==> src/rtl/dff_link_pkg.sv <==
// Shared constants and helpers for the DFF delay line.
// Provides default geometry and a constant-evaluable ceiling log2.
package dff_link_pkg;

   localparam int DEFAULT_WIDTH = 8;
   localparam int DEFAULT_DEPTH = 16;

   // Number of bits needed to index 'value' distinct codes (0..value-1).
   function automatic int clog2(input int value);
      int result;
      int remaining;
      result    = 0;
      remaining = value - 1;
      while (remaining > 0) begin
         result    = result + 1;
         remaining = remaining >> 1;
      end
      return result;
   endfunction

endpackage

==> src/rtl/dff_stage.sv <==
// One delay-line stage: WIDTH data bits plus a valid bit.
// Flush has priority over advance; asynchronous active-low reset.
module dff_stage #(
   parameter int WIDTH = 8
) (
   input  logic             CLK,
   input  logic             RST,
   input  logic             en,
   input  logic             clr,
   input  logic [WIDTH-1:0] d_data,
   input  logic             d_valid,
   output logic [WIDTH-1:0] q_data,
   output logic             q_valid
);

   logic [WIDTH-1:0] data_reg;
   logic             valid_reg;

   always_ff @(posedge CLK or negedge RST) begin
      if (!RST) begin
         data_reg  <= '0;
         valid_reg <= 1'b0;
      end else if (clr) begin
         data_reg  <= '0;
         valid_reg <= 1'b0;
      end else if (en) begin
         data_reg  <= d_data;
         valid_reg <= d_valid;
      end
   end

   assign q_data  = data_reg;
   assign q_valid = valid_reg;

endmodule

==> src/rtl/dff_delay_line.sv <==
// Runtime-selectable delay line built from DEPTH dff_stage instances.
// Output taps stage eff_sel-1 combinationally; busy covers stages 0..eff_sel-1.
module dff_delay_line
   import dff_link_pkg::*;
#(
   parameter int WIDTH = DEFAULT_WIDTH,
   parameter int DEPTH = DEFAULT_DEPTH,
   parameter int SW    = clog2(DEPTH + 1)
) (
   input  logic             CLK,
   input  logic             RST,
   input  logic             en,
   input  logic             clr,
   input  logic [SW-1:0]    sel_delay,
   input  logic [WIDTH-1:0] in_data,
   input  logic             in_valid,
   output logic [WIDTH-1:0] out_data,
   output logic             out_valid,
   output logic             busy,
   output logic             sel_err
);

   logic [WIDTH-1:0] stage_data [DEPTH];
   logic [DEPTH-1:0] stage_valid;
   logic [WIDTH-1:0] link_data  [DEPTH];
   logic [DEPTH-1:0] link_valid;
   logic [DEPTH-1:0] tap_hit;
   logic [DEPTH-1:0] busy_mask;
   logic [SW-1:0]    eff_sel;
   logic             sel_illegal;
   logic             sel_err_reg;

   // Out-of-range selections fall back to the full physical depth.
   assign sel_illegal = (sel_delay == '0) || (sel_delay > SW'(DEPTH));
   assign eff_sel     = sel_illegal ? SW'(DEPTH) : sel_delay;

   generate
      for (genvar gi = 0; gi < DEPTH; gi++) begin : g_stage
         if (gi == 0) begin : g_head
            // Invalid samples enter as zero so out_data is zero whenever invalid.
            assign link_data[gi]  = in_valid ? in_data : '0;
            assign link_valid[gi] = in_valid;
         end else begin : g_link
            assign link_data[gi]  = stage_data[gi-1];
            assign link_valid[gi] = stage_valid[gi-1];
         end

         dff_stage #(
            .WIDTH(WIDTH)
         ) u_stage (
            .CLK    (CLK),
            .RST    (RST),
            .en     (en),
            .clr    (clr),
            .d_data (link_data[gi]),
            .d_valid(link_valid[gi]),
            .q_data (stage_data[gi]),
            .q_valid(stage_valid[gi])
         );

         assign tap_hit[gi]   = (eff_sel == SW'(gi + 1));
         assign busy_mask[gi] = (SW'(gi + 1) <= eff_sel);
      end
   endgenerate

   always_comb begin
      out_data  = '0;
      out_valid = 1'b0;
      for (int k = 0; k < DEPTH; k++) begin
         if (tap_hit[k]) begin
            out_valid = stage_valid[k];
            out_data  = stage_valid[k] ? stage_data[k] : '0;
         end
      end
   end

   assign busy = |(stage_valid & busy_mask);

   always_ff @(posedge CLK or negedge RST) begin
      if (!RST) begin
         sel_err_reg <= 1'b0;
      end else begin
         sel_err_reg <= sel_illegal;
      end
   end

   assign sel_err = sel_err_reg;

endmodule

==> config.mk <==
export PLATFORM = sky130hd
export DESIGN_NAME = dff_delay_line
export DESIGN_NICKNAME = d
export VERILOG_FILES = /design/src/rtl/dff_link_pkg.sv /design/src/rtl/dff_stage.sv /design/src/rtl/dff_delay_line.sv
export SDC_FILE = /design/constraint.sdc
export NUM_CORES = 1
export LEC_CHECK = 0
export CAP_MARGIN = 40
export CORE_MARGIN = 1
export CORE_UTILIZATION = 40
export CTS_CLUSTER_SIZE = 8
export DETAILED_ROUTE_END_ITERATION = 7
export HOLD_SLACK_MARGIN = 0.1
export REMOVE_ABC_BUFFERS = 1
export SLEW_MARGIN = 30
export SYNTH_ARGS = -nofsm -noshare
export SYNTH_HDL_FRONTEND = slang
export SYNTH_HIERARCHICAL = 1
export SYNTH_SLANG_ARGS = --single-unit
==> constraint.sdc <==
create_clock -name CLK -period 14.4 [get_ports CLK]
set_clock_uncertainty 0.15 [all_clocks]
set_input_delay 4.32 -clock CLK [delete_from_list [all_inputs] [get_ports CLK]]
set_output_delay 4.32 -clock CLK [all_outputs]
set_load 0.005 [all_outputs]
## Word-level counts from Yosys, hierarchy flattened

Index checks and enable logic that the tools add are counted.

| operators by class | value |
|---|---|
| $add $sub $neg | 0 |
| multiply operators | 0 |
| divide/modulo/power cells | 0 |
| magnitude comparators | 17 |
| equality and inequality tests | 16 |
| shift operators | 0 |
| muxes and demuxes | 114 |
| bitwise logic cells | 1 |
| reduce and logical (&&, ||, !) cells | 4 |

Operators with widths:

| operator | number |
|---|---|
| $mux 8 | 65 |
| $mux 1 | 48 |
| $eq 5x4->1 const B | 8 |
| $le 4x5->1 const A | 8 |
| $eq 5x3->1 const B | 4 |
| $le 3x5->1 const A | 4 |
| $and 16x16->16 | 1 |
| $reduce_or 16->1 | 1 |
| $eq 5x2->1 const B | 2 |
| $le 2x5->1 const A | 2 |
| $eq 5x1->1 const B | 1 |
| $eq 5x5->1 const B | 1 |
| $gt 5x5->1 const B | 1 |
| $le 1x5->1 const A | 1 |
| $le 5x5->1 const A | 1 |
| $logic_not 5->1 | 1 |
| $mux 5 | 1 |
| $reduce_bool 2->1 | 1 |
| $logic_or 1x1->1 | 1 |

| storage, ports and cells | value |
|---|---|
| flip-flop bits (word level) | 145 |
| latch bits | 0 |
| bits in writable memories | 0 |
| ROM bits | 0 |
| bits of input ports | 18 |
| output and inout bits | 11 |
| word-level logic and storage cells | 185 |
| memories kept | 0 |

## Longest topological paths before layout

| depth | value |
|---|---|
| word-level depth | 20 |
| gate-level depth with buffers | 11 |
| gate-level depth less buffers | 8 |

## Modules after synthesis

Netlist, hierarchy kept.

Modules (own cells, without submodules):

| module | instances | cells an instance | area each (um2) | seq. area each (um2) |
|---|---|---|---|---|
| dff_stage | 16 | 29 | 364.1 | 225.2 |
| dff_delay_line | 1 | 215 | 1471.4 | 25.0 |

## Least setup slack after synthesis

Ideal clock, no wire load.

| timing | value |
|---|---|
| path type | input to output |
| start | input sel_delay[3] |
| end | output busy |
| data arrival time | 6656 ps |
| path slack | 3274 ps |
| cell stages on the path | 10 |
| buffers on the path | 2 |
| cells stage by stage | clkbuf_1 > nor2_1 > nand2_1 > ha_1 > buf_4 > o21bai_1 > a211o_1 > a2111oi_2 > nand2_1 > or4_1 |

| on the way | value |
|---|---|
| word-level cells in the longest chain between the ends | 6 |
| elaborated cells between the ends (all ways) | 22 |

RTL lines:

| item | line | source |
|---|---|---|
| from (decl) | dff_delay_line.sv:14 | `input logic [SW-1:0] sel_delay,` |
| $gt 5x5->1 / $logic_not 5->1 (equally long branches) | dff_delay_line.sv:34 | `assign sel_illegal = (sel_delay == '0) \|\| (sel_delay > SW'(DEPTH));` |
| $logic_or 1x1->1 (*) | dff_delay_line.sv:34 |  |
| net sel_illegal | dff_delay_line.sv:30 | `logic sel_illegal;` |
| $mux 5 (*) | dff_delay_line.sv:35 | `assign eff_sel = sel_illegal ? SW'(DEPTH) : sel_delay;` |
| $le 1x5->1 (tied with other cells) | dff_delay_line.sv:62 | `assign busy_mask[gi] = (SW'(gi + 1) <= eff_sel);` |
| $and 16x16->16 (*) | dff_delay_line.sv:77 | `assign busy = \|(stage_valid & busy_mask);` |
| $reduce_or 16->1 (*) | dff_delay_line.sv:77 |  |
| to (decl) | dff_delay_line.sv:19 | `output logic busy,` |

The timed path passes the listed nets; every way through them passes the cells marked *.

## Final worst setup path

| timing | value |
|---|---|
| start | input sel_delay[2] |
| end | output busy |

The elaborated chain is that of the path after synthesis.

==> key figures <==
Yosys
  • Post-synth EDFFs: 0
  • Synthesized area: 7297 um^2
  • Synth warnings: 6
  • Synthesis-stage register bit count: 145
  • Main flop type after synthesis: dfrtp_1
  • Top post-synthesis cells by area: dfrtp_1, mux2i_1, nor2_1
  • Post-Synthesis Cells: 679
  • Netlist cell types: 49
  • Post-synth top area cell: dfrtp_1
  • Register area share after synthesis: 0.4973
  • Syn Area/Cell: 10.75 um^2
  • Async S/R FF share, synth: 1.000
  • Yosys top cell area share: 0.4973

Cells and area
  • Most frequent cells in the layout: nor2_1, mux2i_1, dfrtp_1, clkdlybuf4s50_1, a32oi_1
  • Max reg flops: 128
  • Post-layout nets: 696
  • Antenna Cells: 0
  • Commonest non-fill, non-tap cell in the layout: nor2_1
  • Share of layout cells above drive strength 1: 0.06812
  • Area growth from synthesis to layout: 12.26%

Worst setup path
  • Worst Path Buf+Inv: 2
  • Critical path cell sequence: clkdlybuf4s50_1, nor2_1, nand2_1, ha_1, and4bb_1, and2_1, a2111oi_2, nand2_1, or4_1, clkdlybuf4s50_1
  • Critical path required time: 9.93 ns
  • CP arrival: 8.62 ns
  • CP Launch Type: input port
  • CP max stage delay: 0.73 ns
  • Critical Path Stages: 10
  • Worst-path maximum fanout: 25
  • Critical path class: in -> out
  • R2R cell count: 2
  • Top delay family on crit path: simple AND/OR/NAND/NOR gates
  • CP max stage cell: ha_1
  • Crit end category: output pin

Timing
  • Max_slew headroom: 0.4604
  • Max-slew violations: 0
  • Final Hold Viols: 0
  • Setup-failing EPs final: 0
  • Max Clk Rate: 76.40 MHz
  • Final period util: 0.9090
  • Final min period: 13.09 ns
  • Final TNS setup: 0 ns
  • Worst-margin pin slew: 0.8094 ns
  • Final setup margin: 1.311 ns
  • RSZ-0062 raised after global routing: no

Die
  • Rows: 49
  • Top Ports: 29
  • Die Ht: 137.1 um
  • Placeable Area: 17900 um^2
  • Initial core utilization: 0.4076
  • Die X-Extent: 137.1 um
  • Die Area: 18790 um^2

Clock network
  • Hold_buf cts: 0
  • Postcts setup bufs: 0
  • Clk slew on worst S/H paths: 0.06 ns
  • Longest Clk Path Bufs: 2
  • Cts bufs inserted: 17
  • Post-CTS Resized: 0
  • Clock H-tree levels: 4
  • CTS Sinks: 145
  • CTS tree: done
  • CTS root buf: clkbuf_16
  • Clk Latency, worst-skew pair: 0.43 ns

Power and ir drop
  • Int Power: 0.6727 mW
  • Worst IR Drop VDD: 85.88 uV
  • Clock Power Share: 0.469
  • NetSw: 0.2172 mW
  • Pleak: 3.926 nW
  • PD cells: 108.6 nW/um^2
  • Sw frac: 0.2441
  • Final Power: 0.8899 mW
  • Sequential share of power: 0.464
  • Gate power share: 0.068

Detailed routing
  • DRT Wirelength: 19690 um
  • Average wire per standard cell: 21.43 um
  • Vias: 5432
  • Drt initial violations: 640
  • DRT antenna net count: 0
  • DRT Pass-1 Iters: 6
  • DRC Markers: 0
  • DR vias/cell: 5.911

Hold path
  • Hold Crit Depth: 2
  • Hold Path Class: reg -> reg

Global route
  • Pin count of the biggest net entering global routing: 86
  • Initial antenna violation count: 0
  • Number of global-route vias before repair: 5259
  • Grt ovf: 0
  • First-pass GRT wire length: 31050 um
  • Total Routing Usage GR: 0.2267

Run
  • Max-cap violations: 0

Placed design
  • RePlAce Congestion: 0.8597
  • Post-DP HPWL: 12590 um
  • Setup WS pre-CTS: 1.418 ns
  • Quantity of I/O buffers inserted on ports: 28

Run status
  • Run status: finished clean
## per-stage QoR
stage,area (um^2),hold slack (ns),instances,util
floorplan,6937,0.3358,620,-
global placement,7561,0.3555,883,0.4224
detailed placement,7604,0.3604,885,0.4247
CTS,8159,0.3778,917,0.4558
global route,8192,0.3929,919,0.4576
finish,8192,0.3768,919,0.4576
## worst register-to-register path, cell delays in order, from the launching register on
cell	delay [ns]
dfrtp_1	0.75
mux2i_1	0.15
nor2_1	0.12
## Yosys cell counts, drive strengths merged, types with 2 or more instances
cell     count
a2111oi      2
a21oi       13
a222oi      12
a22o         5
a22oi        7
a32o         9
a32oi       18
and2        15
and3         6
and3b        2
and4b        6
buf         39
clkbuf      20
dfrtp      145
inv          4
mux2i      145
nand2        7
nand3       15
nand4        8
nand4b       3
nor2       154
nor2b        2
nor3         2
nor4bb       5
o21ai        8
o21bai       2
o22ai        6
or4          4
## layer usage
layer	global-route usage	share of wire	up-vias
li1	-	-	2460
met1	0.3169	0.46	2680
met3	0.04963	0.065	49
met2	0.3347	0.45	243
met4	0.1020	0.032	0
met5	0	0	-
## final cells by class
| class | instances | area, um^2 |
|---|---|---|
| clock buffers | 20 | 446.7 |
| clock inverters | 12 | 108.9 |
| fillers | 1671 | 9711 |
| inverters | 4 | 15.01 |
| multi-input cells | 471 | 3306 |
| flip-flops and latches | 145 | 3628 |
| well taps | 229 | 286.5 |
| repair buffers | 38 | 400.4 |
## power by group through the flow
stage | clock network (mW) | registers (mW) | logic (mW)
6_report | 0.417 | 0.413 | 0.0602
5_1_grt | 0.445 | 0.413 | 0.0651
4_1_cts | 0.427 | 0.413 | 0.0595
3_5_place_dp | 0 | 0.420 | 0.0593
3_3_place_gp | 0 | 0.420 | 0.0576
2_1_floorplan | 0 | 0.419 | 0.0195
## logic make-up (layout without fill, tap and decap cells)
kind of cell | Yosys count | in the layout | synth area share
simple gates | 235 | 235 | 0.1531
mux | 145 | 145 | 0.1989
flops | 145 | 145 | 0.4973
compound gates | 90 | 90 | 0.09757
buf+inv | 63 | 74 | 0.05144
fa+ha+maj | 1 | 1 | 0.001714
## worst paths after layout
check	start	to	slack (ns)
max	sel_delay[2]	busy	1.31
min reg2reg	g_stage[15].u_stage/q_data[0]	g_stage[15].u_stage/q_data[0]	0.38
min	g_stage[15].u_stage/q_data[0]	g_stage[15].u_stage/q_data[0]	0.38
min in group asynchronous	RST	g_stage[4].u_stage/q_data[5]	3.72
max in group asynchronous	RST	g_stage[12].u_stage/q_valid	9.40
max reg2reg	g_stage[8].u_stage/q_valid	g_stage[8].u_stage/q_valid	13.17
Power figures use the tool's default switching activity.
